==> src/rtl/ps_flops_ex_wb_pipe_pkg.sv <==
// Shared widths, payload bit layout and depth bounds for the EX->WB pipeline register.
package ps_flops_ex_wb_pipe_pkg;

  localparam int VGPR_ADDR_W = 10;
  localparam int SGPR_ADDR_W = 9;
  localparam int DEPTH_MIN   = 1;
  localparam int DEPTH_MAX   = 4;

  typedef struct packed {
    logic instr_done;
    logic vgpr_wr_en;
    logic sgpr_wr_en;
    logic vcc_wr_en;
  } ex_wb_ctrl_t;

  // Flat payload layout, LSB first: ctrl | sgpr addr | vgpr addr | pc | wfid.
  localparam int CTRL_W         = $bits(ex_wb_ctrl_t);
  localparam int CTRL_LSB       = 0;
  localparam int VGPR_WR_EN_BIT = CTRL_LSB + 2;
  localparam int SGPR_LSB       = CTRL_LSB + CTRL_W;
  localparam int VGPR_LSB       = SGPR_LSB + SGPR_ADDR_W;
  localparam int PC_LSB         = VGPR_LSB + VGPR_ADDR_W;

  function automatic int payload_w(input int wfid_w, input int pc_w);
    return PC_LSB + pc_w + wfid_w;
  endfunction

endpackage

==> src/rtl/ps_ex_wb_stage.sv <==
// One pipeline slot: valid bit plus payload. Load wins over clear; payload holds unless loaded.
module ps_ex_wb_stage
  import ps_flops_ex_wb_pipe_pkg::*;
#(
  parameter int W = payload_w(6, 32)
) (
  input  logic         clk,
  input  logic         rst,
  input  logic         load,
  input  logic         clear,
  input  logic [W-1:0] d,
  output logic         valid,
  output logic [W-1:0] q
);

  always_ff @(posedge clk) begin
    if (!rst) begin
      valid <= 1'b0;
      q     <= '0;
    end else if (load) begin
      valid <= 1'b1;
      q     <= d;
    end else if (clear) begin
      valid <= 1'b0;
    end
  end

endmodule

==> src/rtl/ps_flops_ex_wb_pipe.sv <==
// DEPTH-stage EX->WB register with bubble collapse and per-wavefront flush.
// Optional EX_WB_PENDING_QUERY_EN adds a pending-VGPR-write query port for RAW checks.
module ps_flops_ex_wb_pipe
  import ps_flops_ex_wb_pipe_pkg::*;
#(
  parameter int DEPTH  = 2,
  parameter int WFID_W = 6,
  parameter int PC_W   = 32
) (
  input  logic                         clk,
  input  logic                         rst,
  input  logic                         in_valid,
  output logic                         in_ready,
  input  logic [WFID_W-1:0]            in_wfid,
  input  logic [PC_W-1:0]              in_instr_pc,
  input  logic [VGPR_ADDR_W-1:0]       in_vgpr_dest_addr,
  input  logic [SGPR_ADDR_W-1:0]       in_sgpr_dest_addr,
  input  logic                         in_instr_done,
  input  logic                         in_vgpr_wr_en,
  input  logic                         in_sgpr_wr_en,
  input  logic                         in_vcc_wr_en,
  input  logic                         flush_en,
  input  logic [WFID_W-1:0]            flush_wfid,
  input  logic                         out_ready,
  output logic                         out_valid,
  output logic [WFID_W-1:0]            out_wfid,
  output logic [PC_W-1:0]              out_instr_pc,
  output logic [VGPR_ADDR_W-1:0]       out_vgpr_dest_addr,
  output logic [SGPR_ADDR_W-1:0]       out_sgpr_dest_addr,
  output logic                         out_instr_done,
  output logic                         out_vgpr_dest_wr_en,
  output logic                         out_sgpr_dest_wr_en,
  output logic                         out_vcc_wr_en,
  output logic [$clog2(DEPTH+1)-1:0]   occupancy
`ifdef EX_WB_PENDING_QUERY_EN
  ,
  input  logic [VGPR_ADDR_W-1:0]       query_vgpr_addr,
  output logic                         query_hit
`endif
);

  localparam int PW       = payload_w(WFID_W, PC_W);
  localparam int WFID_LSB = PC_LSB + PC_W;
  localparam int OCC_W    = $clog2(DEPTH + 1);

  logic [PW-1:0]    in_payload;
  logic [PW-1:0]    stage_d [DEPTH];
  logic [PW-1:0]    stage_q [DEPTH];
  logic [DEPTH-1:0] stage_valid;
  logic [DEPTH-1:0] adv;
  logic [DEPTH-1:0] kill;
  logic [DEPTH-1:0] load;
  logic [DEPTH-1:0] clear;
  logic             in_fire;
  logic             in_kill;
  logic [PW-1:0]    head;
  ex_wb_ctrl_t      head_ctrl;

  assign in_payload = {in_wfid, in_instr_pc, in_vgpr_dest_addr, in_sgpr_dest_addr,
                       in_instr_done, in_vgpr_wr_en, in_sgpr_wr_en, in_vcc_wr_en};

  // A stage moves up when some stage above it has a gap, or when the head drains
  // (which frees the whole full run above it). Flush does not affect movement.
  always_comb begin
    logic full_above;
    adv        = '0;
    full_above = 1'b1;
    for (int i = DEPTH - 1; i >= 0; i--) begin
      adv[i]     = stage_valid[i] & (~full_above | out_ready);
      full_above = full_above & stage_valid[i];
    end
  end

  always_comb begin
    kill = '0;
    for (int i = 0; i < DEPTH; i++) begin
      kill[i] = flush_en & stage_valid[i] & (stage_q[i][WFID_LSB +: WFID_W] == flush_wfid);
    end
  end

  // Handshake: a payload transfers on the rising edge where in_valid & in_ready,
  // and the head is consumed on the edge where out_valid & out_ready. in_ready
  // never depends on in_valid; out_valid never depends on out_ready.
  assign in_ready = rst & (~stage_valid[0] | adv[0]);
  assign in_fire  = in_valid & in_ready;
  assign in_kill  = flush_en & (in_wfid == flush_wfid);

  // An entry killed while moving lands as an empty slot.
  always_comb begin
    load     = '0;
    clear    = '0;
    load[0]  = in_fire & ~in_kill;
    clear[0] = (in_fire & in_kill) | adv[0] | kill[0];
    for (int i = 1; i < DEPTH; i++) begin
      load[i]  = adv[i-1] & ~kill[i-1];
      clear[i] = (adv[i-1] & kill[i-1]) | adv[i] | kill[i];
    end
  end

  for (genvar g = 0; g < DEPTH; g++) begin : g_stage
    if (g == 0) begin : g_entry
      assign stage_d[g] = in_payload;
    end else begin : g_chain
      assign stage_d[g] = stage_q[g-1];
    end

    ps_ex_wb_stage #(
      .W(PW)
    ) u_stage (
      .clk  (clk),
      .rst  (rst),
      .load (load[g]),
      .clear(clear[g]),
      .d    (stage_d[g]),
      .valid(stage_valid[g]),
      .q    (stage_q[g])
    );
  end

  assign head      = stage_q[DEPTH-1];
  assign head_ctrl = head[CTRL_LSB +: CTRL_W];

  assign out_valid           = stage_valid[DEPTH-1];
  assign out_wfid            = head[WFID_LSB +: WFID_W];
  assign out_instr_pc        = head[PC_LSB +: PC_W];
  assign out_vgpr_dest_addr  = head[VGPR_LSB +: VGPR_ADDR_W];
  assign out_sgpr_dest_addr  = head[SGPR_LSB +: SGPR_ADDR_W];
  assign out_instr_done      = out_valid & head_ctrl.instr_done;
  assign out_vgpr_dest_wr_en = out_valid & head_ctrl.vgpr_wr_en;
  assign out_sgpr_dest_wr_en = out_valid & head_ctrl.sgpr_wr_en;
  assign out_vcc_wr_en       = out_valid & head_ctrl.vcc_wr_en;

  always_comb begin
    occupancy = '0;
    for (int i = 0; i < DEPTH; i++) begin
      occupancy = occupancy + OCC_W'(stage_valid[i]);
    end
  end

`ifdef EX_WB_PENDING_QUERY_EN
  // Only in-flight entries count; the input port is deliberately excluded.
  always_comb begin
    query_hit = 1'b0;
    for (int i = 0; i < DEPTH; i++) begin
      if (stage_valid[i] && stage_q[i][VGPR_WR_EN_BIT] &&
          (stage_q[i][VGPR_LSB +: VGPR_ADDR_W] == query_vgpr_addr)) begin
        query_hit = 1'b1;
      end
    end
  end
`endif

endmodule

==> config.mk <==
export PLATFORM = sky130hd
export DESIGN_NAME = ps_flops_ex_wb_pipe
export DESIGN_NICKNAME = d
export VERILOG_FILES = /design/src/rtl/ps_flops_ex_wb_pipe_pkg.sv /design/src/rtl/ps_ex_wb_stage.sv /design/src/rtl/ps_flops_ex_wb_pipe.sv
export SDC_FILE = /design/constraint.sdc
export NUM_CORES = 1
export LEC_CHECK = 0
export CAP_MARGIN = 40
export CORE_MARGIN = 1.5
export CORE_UTILIZATION = 49
export DETAILED_ROUTE_END_ITERATION = 10
export PLACE_DENSITY = 0.8
export REMOVE_ABC_BUFFERS = 1
export SLEW_MARGIN = 20
export SYNTH_ARGS = -nofsm -noshare
export SYNTH_HDL_FRONTEND = slang
export SYNTH_SLANG_ARGS = --single-unit
==> constraint.sdc <==
create_clock -name clk -period 1.8 [get_ports clk]
set_input_delay 0.36 -clock clk [delete_from_list [all_inputs] [get_ports clk]]
set_output_delay 0.36 -clock clk [all_outputs]
set_load 0.02 [all_outputs]
==> flow_metrics.tcl, run 1 <==
set metrics [dict create \
    outcome "finished clean" \
    start_util_pct 50.00 \
    drt-initial-drc-count 124 \
    synth_edf_count 0 \
    path_class "in -> reg" \
    synthArstFlopShare_pct 0 \
    drc 0 \
    cts_max_path_buffers 2 \
    stdcell_count 793 \
    worst_slew_pin_slew_ps 530.9 \
    grt.overflow.total 0 \
    clkTransAtPathRegs_ps 60 \
    die-area_sq_um 11650 \
    ctsHoldBuffers 0 \
    hold_path.class "in -> reg" \
    synth.most_common_cell "dfxtp_1" \
    cts-buffers-inserted 17 \
    min_period_ps 1739 \
    slew_viol_final 0 \
    ant_nets 0 \
    syn_avg_cell_area_sq_um 9.758 \
    final-setup-viol-count 0 \
    worstSetupEndpointType "register" \
    netlist_instances 553 \
    dieWidth_microns 107.9 \
    diodes 0 \
    synth_warnings 0 \
    design_area_sq_um 6909 \
    clock-root-buffer "clkbuf_8" \
    cts.sinks 124 \
    timing.setup.tns_ps 0 \
    nets 714 \
    firstDrtPassIters 4 \
    fp.coreArea_sq_um 10790 \
    insertion_delay_ps 500 \
    vias 3710 \
    antenna_found_initial 0 \
    max-cap-violations 0 \
    dp_hpwl_microns 7237 \
    placed_area_sq_um 6439 \
    synth_top_area_share_pct 46.00 \
    post-place-ws_ps -380.2 \
    max_freq_mhz 575.1 \
    met3_usage_pct 4.581 \
    vdd.ir_drop.worst_uv 572.1 \
    worst_slack_ps 61.12 \
    rsz0062_at_grt "true" \
    cp-start-kind "input port" \
    p_leak_nw 3.744 \
    ys_ff_latch 124 \
    worst_clock_skew_ps 7.532 \
    grt_usage_pct 18.59 \
    use_met2_pct 32.59 \
    cts.htree.levels 4 \
    met1_usage_pct 21.56 \
    required_ps 2220 \
    portBuffers 136 \
    fin_crit_sh_pct 96.60 \
    cts_tree "yes" \
    relSlewSlack_pct 64.61 \
    wirelength_microns 10470 \
    drive_gt1_share_pct 8.729 \
    gp_congestion 0.7806 \
    grt_max_degree 125 \
    dp_cells 762 \
    fp.dieH_microns 107.9 \
    synth_cell_types 22 \
    synth.top_cells.by_count "dfxtp_1, nand2_1, mux2i_1" \
    yosysTopAreaCell "dfxtp_1" \
    busiest_layer "met2" \
    path_max_fanout 17 \
    power.density_nw_per_um2 989.5 \
    ioPinCount 137 \
    viasPerCell 4.678 \
    grt_pass1_wl_microns 17030 \
    hold_viol 0 \
    syn_to_final_growth_pct 28.03 \
    core.rowCount 38 \
    synth_area_leaders "dfxtp_1, mux2i_1, nand2_1, buf_4, inv_1" \
    grt_pass1_vias 3769 \
    ys.flop_type "dfxtp_1" \
    wire_per_inst_microns 13.21 \
    post-route-util_pct 64.02 \
    ys_seq_area_share_pct 46.00 \
    synth_area_sq_um 5396 \
    arrival_ps 2160 \
]
## routing by layer
| metal | up-vias | wire [microns] |
|---|---|---|
| met3 | 21 | 534 |
| met1 | 1717 | 4510 |
| met2 | 107 | 5209 |
| met5 | - | 0 |
| li1 | 1865 | - |
| met4 | 0 | 217 |
## registers in the layout (all words and copies together) (netlist names)
name / cells
g_stage.u_stage.valid: 2
g_stage.u_stage.q: 122
## layout make-up
cell class                      count  area, sq um
Multi-Input combinational cell    283         2008
Fill cell                         911         3884
Sequential cell                   124         2485
Inverter                           61        229.0
Clock buffer                       21        459.2
Timing Repair Buffer              154         1460
Clock inverter                     10        92.59
Tap cell                          140        175.2
## power by group
group / switching, mW / internal, mW
combinational: 0.368 / 0.393
sequential: 0.0633 / 2.90
clock: 1.18 / 1.93
## logic make-up (layout without fill, tap and decap cells)
group / after synthesis / after routing / synth area share (%)
multiplexers: 122 / 122 / 22.63
AO/OA/AOI/OAI: 7 / 7 / 1.113
AND/OR/NAND/NOR: 135 / 135 / 9.993
flip-flops: 124 / 124 / 46.00
XOR/XNOR: 18 / 18 / 2.921
buffers and inverters: 146 / 246 / 17.11
adder cells (fa/ha/maj): 1 / 1 / 0.2318
## cells in the final DEF (no fill, tap or decap), drive strengths merged, types with 2 or more instances in the layout
master and n:
nand2 123, xor2 2, o21ai 2, clkinv 8, buf 21, xnor2 16, clkbuf 21, clkdlybuf4s50 70
inv 61, nand3 4, and2 4, nand4 2, mux2i 122, dlygate4sd2 61, o211ai 2, dfxtp 124
## timing repair
action	4_1_cts	5_1_grt
pin swaps	0	0
setup buffers	0	0
resized for setup	71	3
endpoints found under the setup margin	64	10
## worst max-delay path, stage by stage
cell,delay [ps]
clkdlybuf4s50_1,570
xnor2_1,170
nand3_1,170
o211ai_4,280
buf_4,340
mux2i_1,250
## metrics by stage
| stage | hold WS, ps | power [mW] |
|---|---|---|
| detailed placement | 451.0 | 3.828 |
| floorplan | 433.6 | 3.433 |
| global placement | 445.3 | 3.800 |
| global route | 388.5 | 7.116 |
| CTS | 384.1 | 6.915 |
| finish | 401.9 | 6.837 |
## final timing paths
check / from / end / slack [ps] / cells after the start
worst max-delay path: flush_wfid[3] / g_stage[1].u_stage.q[26] / 60 / 6
worst min-delay path: in_vgpr_dest_addr[5] / g_stage[0].u_stage.q[18] / 400 / 3
worst min register to register: g_stage[1].u_stage.q[10] / g_stage[1].u_stage.q[10] / 450 / 2
worst max register to register: g_stage[0].u_stage.q[58] / g_stage[1].u_stage.q[26] / 140 / 5
(Power assumes the default switching activity.)
==> run 2: changes to the inputs <==
--- a/config.mk
+++ b/config.mk
@@ -7,9 +7,9 @@
 export LEC_CHECK = 0
 export CAP_MARGIN = 40
 export CORE_MARGIN = 1.5
-export CORE_UTILIZATION = 49
+export CORE_UTILIZATION = 53
 export DETAILED_ROUTE_END_ITERATION = 10
-export PLACE_DENSITY = 0.8
+export PLACE_DENSITY = 0.85
 export REMOVE_ABC_BUFFERS = 1
 export SLEW_MARGIN = 20
 export SYNTH_ARGS = -nofsm -noshare
==> constraint.sdc (replaced) <==
create_clock -name clk -period 2.07 [get_ports clk]
set_input_delay 0.414 -clock clk [delete_from_list [all_inputs] [get_ports clk]]
set_output_delay 0.414 -clock clk [all_outputs]
set_load 0.02 [all_outputs]
==> run 2 against run 1 <==
Routed wire length increased by 1.1%. Register-to-register slack better by 300 ps. Worst hold slack improved by 52 ps. Critical path depth shrank 5. Clock skew shrank 2.6 ps. Clock-buffer cell count shrank 1. Critical endpoint is now out_valid.
==> flow_metrics.tcl, run 2 (synthesis gave the netlist of run 1 again) <==
set metrics [dict create \
    cp.buffers_inverters 1 \
    worst_clock_skew_ps 4.920 \
    reg_top3 "g_stage.u_stage.q x122, g_stage.u_stage.valid x2" \
    viasPerCell 4.709 \
    antenna_found_initial 0 \
    fin_crit_sh_pct 93.37 \
    max_freq_mhz 517.4 \
    path_max_fanout 8 \
    die-area_sq_um 10800 \
    grt_pass1_wl_microns 17970 \
    syn_to_final_growth_pct 29.77 \
    diodes 0 \
    largest_register "g_stage.u_stage.q" \
    power_mw 6.115 \
    slew_viol_final 0 \
    fp.coreArea_sq_um 9819 \
    sequentialPowerShare_pct 42.2 \
    grt.overflow.total 0 \
    regToRegSetupSlack_ps 440 \
    cts-buffers-inserted 17 \
    path_class "reg -> out" \
    wirelength_microns 10580 \
    rsz0062_at_grt "false" \
    portBuffers 136 \
    cts_max_path_buffers 2 \
    nets 710 \
    drc 0 \
    power.switching_mw 1.431 \
    grt_max_degree 125 \
    dp_hpwl_microns 7235 \
    clkTransAtPathRegs_ps 60 \
    final_common_cell "clkdlybuf4s50_1" \
    p_leak_nw 3.463 \
    p_comb_share_pct 11.3 \
    min_period_ps 1933 \
    ant_nets 0 \
    p_int_mw 4.684 \
    vias 3687 \
    wire_per_inst_microns 13.51 \
    dp_cells 751 \
    cp-start-kind "register" \
    start_util_pct 54.96 \
    switching_share_pct 23.41 \
    post_cts_buffers 0 \
    arrival_ps 1520 \
    firstDrtPassIters 4 \
    hold_path_end "g_stage[1].u_stage.q[2]" \
    grt_usage_pct 20.48 \
    hold_path.class "reg -> reg" \
    hold_viol 0 \
    vdd.ir_drop.worst_uv 504.0 \
    reg2reg_to "g_stage[1].u_stage.q[14]" \
    crit_chain "clkdlybuf4s50_1" \
    ctsHoldBuffers 0 \
    clock-root-buffer "clkbuf_8" \
    path_delay_family "buffers and inverters" \
    reg2regPathDepth 5 \
    gp_congestion 0.8198 \
    cts.htree.levels 4 \
    max-cap-violations 0 \
    cp_slowest_stage_delay_ps 630 \
    final_cell_mix "clkdlybuf4s50_1, nand2_1, mux2i_1, dfxtp_1, inv_1" \
    clockPowerShare_pct 46.5 \
    relSlewSlack_pct 64.97 \
    insertion_delay_ps 490 \
    holdPathStages 2 \
    stdcell_count 783 \
    fp.dieH_microns 103.9 \
    cts_resized 9 \
    ioPinCount 137 \
    largest_reg_flops 122 \
    drt-initial-drc-count 129 \
    required_ps 1660 \
    final-setup-viol-count 0 \
    drive_gt1_share_pct 8.000 \
    dieWidth_microns 103.9 \
    hp-start "g_stage[1].u_stage.q[2]" \
    worstSetupEndpointType "primary output" \
    core.rowCount 36 \
    cts.sinks 124 \
    worst_slew_pin_slew_ps 525.4 \
    grt_pass1_vias 3866 \
    crit_slowest_cell "clkdlybuf4s50_1" \
    power.density_nw_per_um2 873.2 \
    outcome "finished clean" \
    timing.setup.tns_ps 0 \
    cts_tree "yes" \
    rr_startpoint "g_stage[0].u_stage.q[59]" \
]
run 2: cell count changes in the layout (fill, tap and decap cells not counted), moves of 2 or more:
cell,delta
clkdlybuf4s50_1,+58
dlygate4sd2_1,-54
clkinvlp_4,+3
inv_6,+2
buf_12,+2
buf_2,-2
buf_4,-6
clkinv_2,-3
run 2: how the worst max path moves through the flow:
stage                                        start                       end  slack [ps]  cells after the start
final                     g_stage[1].u_stage.valid                 out_valid         140                      1
after global routing      g_stage[1].u_stage.valid                 out_valid          70                      1
after CTS                 g_stage[1].u_stage.valid                 out_valid         110                      1
after detailed placement             flush_wfid[4]  g_stage[1].u_stage.q[14]        -170                      6
after global placement                   out_ready                  in_ready         -80                      4
after floorplan                         in_wfid[3]  g_stage[0].u_stage.valid       -1460                      4
run 2: area by class of cell:
| class | count | area [sq um] |
|---|---|---|
| clock buffers | 20 | 445.4 |
| clock inverters | 12 | 138.9 |
| fillers | 783 | 2816 |
| inverters | 61 | 229.0 |
| multi-input cells | 283 | 2008 |
| flip-flops and latches | 124 | 2485 |
| well taps | 133 | 166.4 |
| repair buffers | 150 | 1530 |
run 2: metal layers:
| metal | wire length [microns] | track usage (%) | vias to the layer above |
|---|---|---|---|
| met3 | 487 | 5.764 | 6 |
| met2 | 5330 | 34.96 | 86 |
| li1 | - | - | 1857 |
| met4 | 102 | 6.845 | 0 |
| met1 | 4662 | 24.83 | 1738 |
| met5 | 0 | 0 | - |
run 2: through the flow:
step / instance area (sq um) / worst slack (ps) / util, % / hold WS (ps)
after CTS: 7003 / 110.3 / 71.32 / 437.9
after global placement: 6425 / -80.94 / 65.43 / 440.6
after global routing: 7003 / 65.13 / 71.32 / 450.7
after floorplan: 4702 / -1459 / - / 433.6
final: 7003 / 137.3 / 71.32 / 453.8
after detailed placement: 6425 / -167.6 / 65.43 / 450.3
run 2: power groups by stage:
stage	logic, mW	clock network, mW	registers, mW
floorplan	0.319	0	2.67
global placement	0.674	0	2.63
detailed placement	0.693	0	2.63
CTS	0.696	2.90	2.58
global route	0.746	3.03	2.60
finish	0.689	2.84	2.58
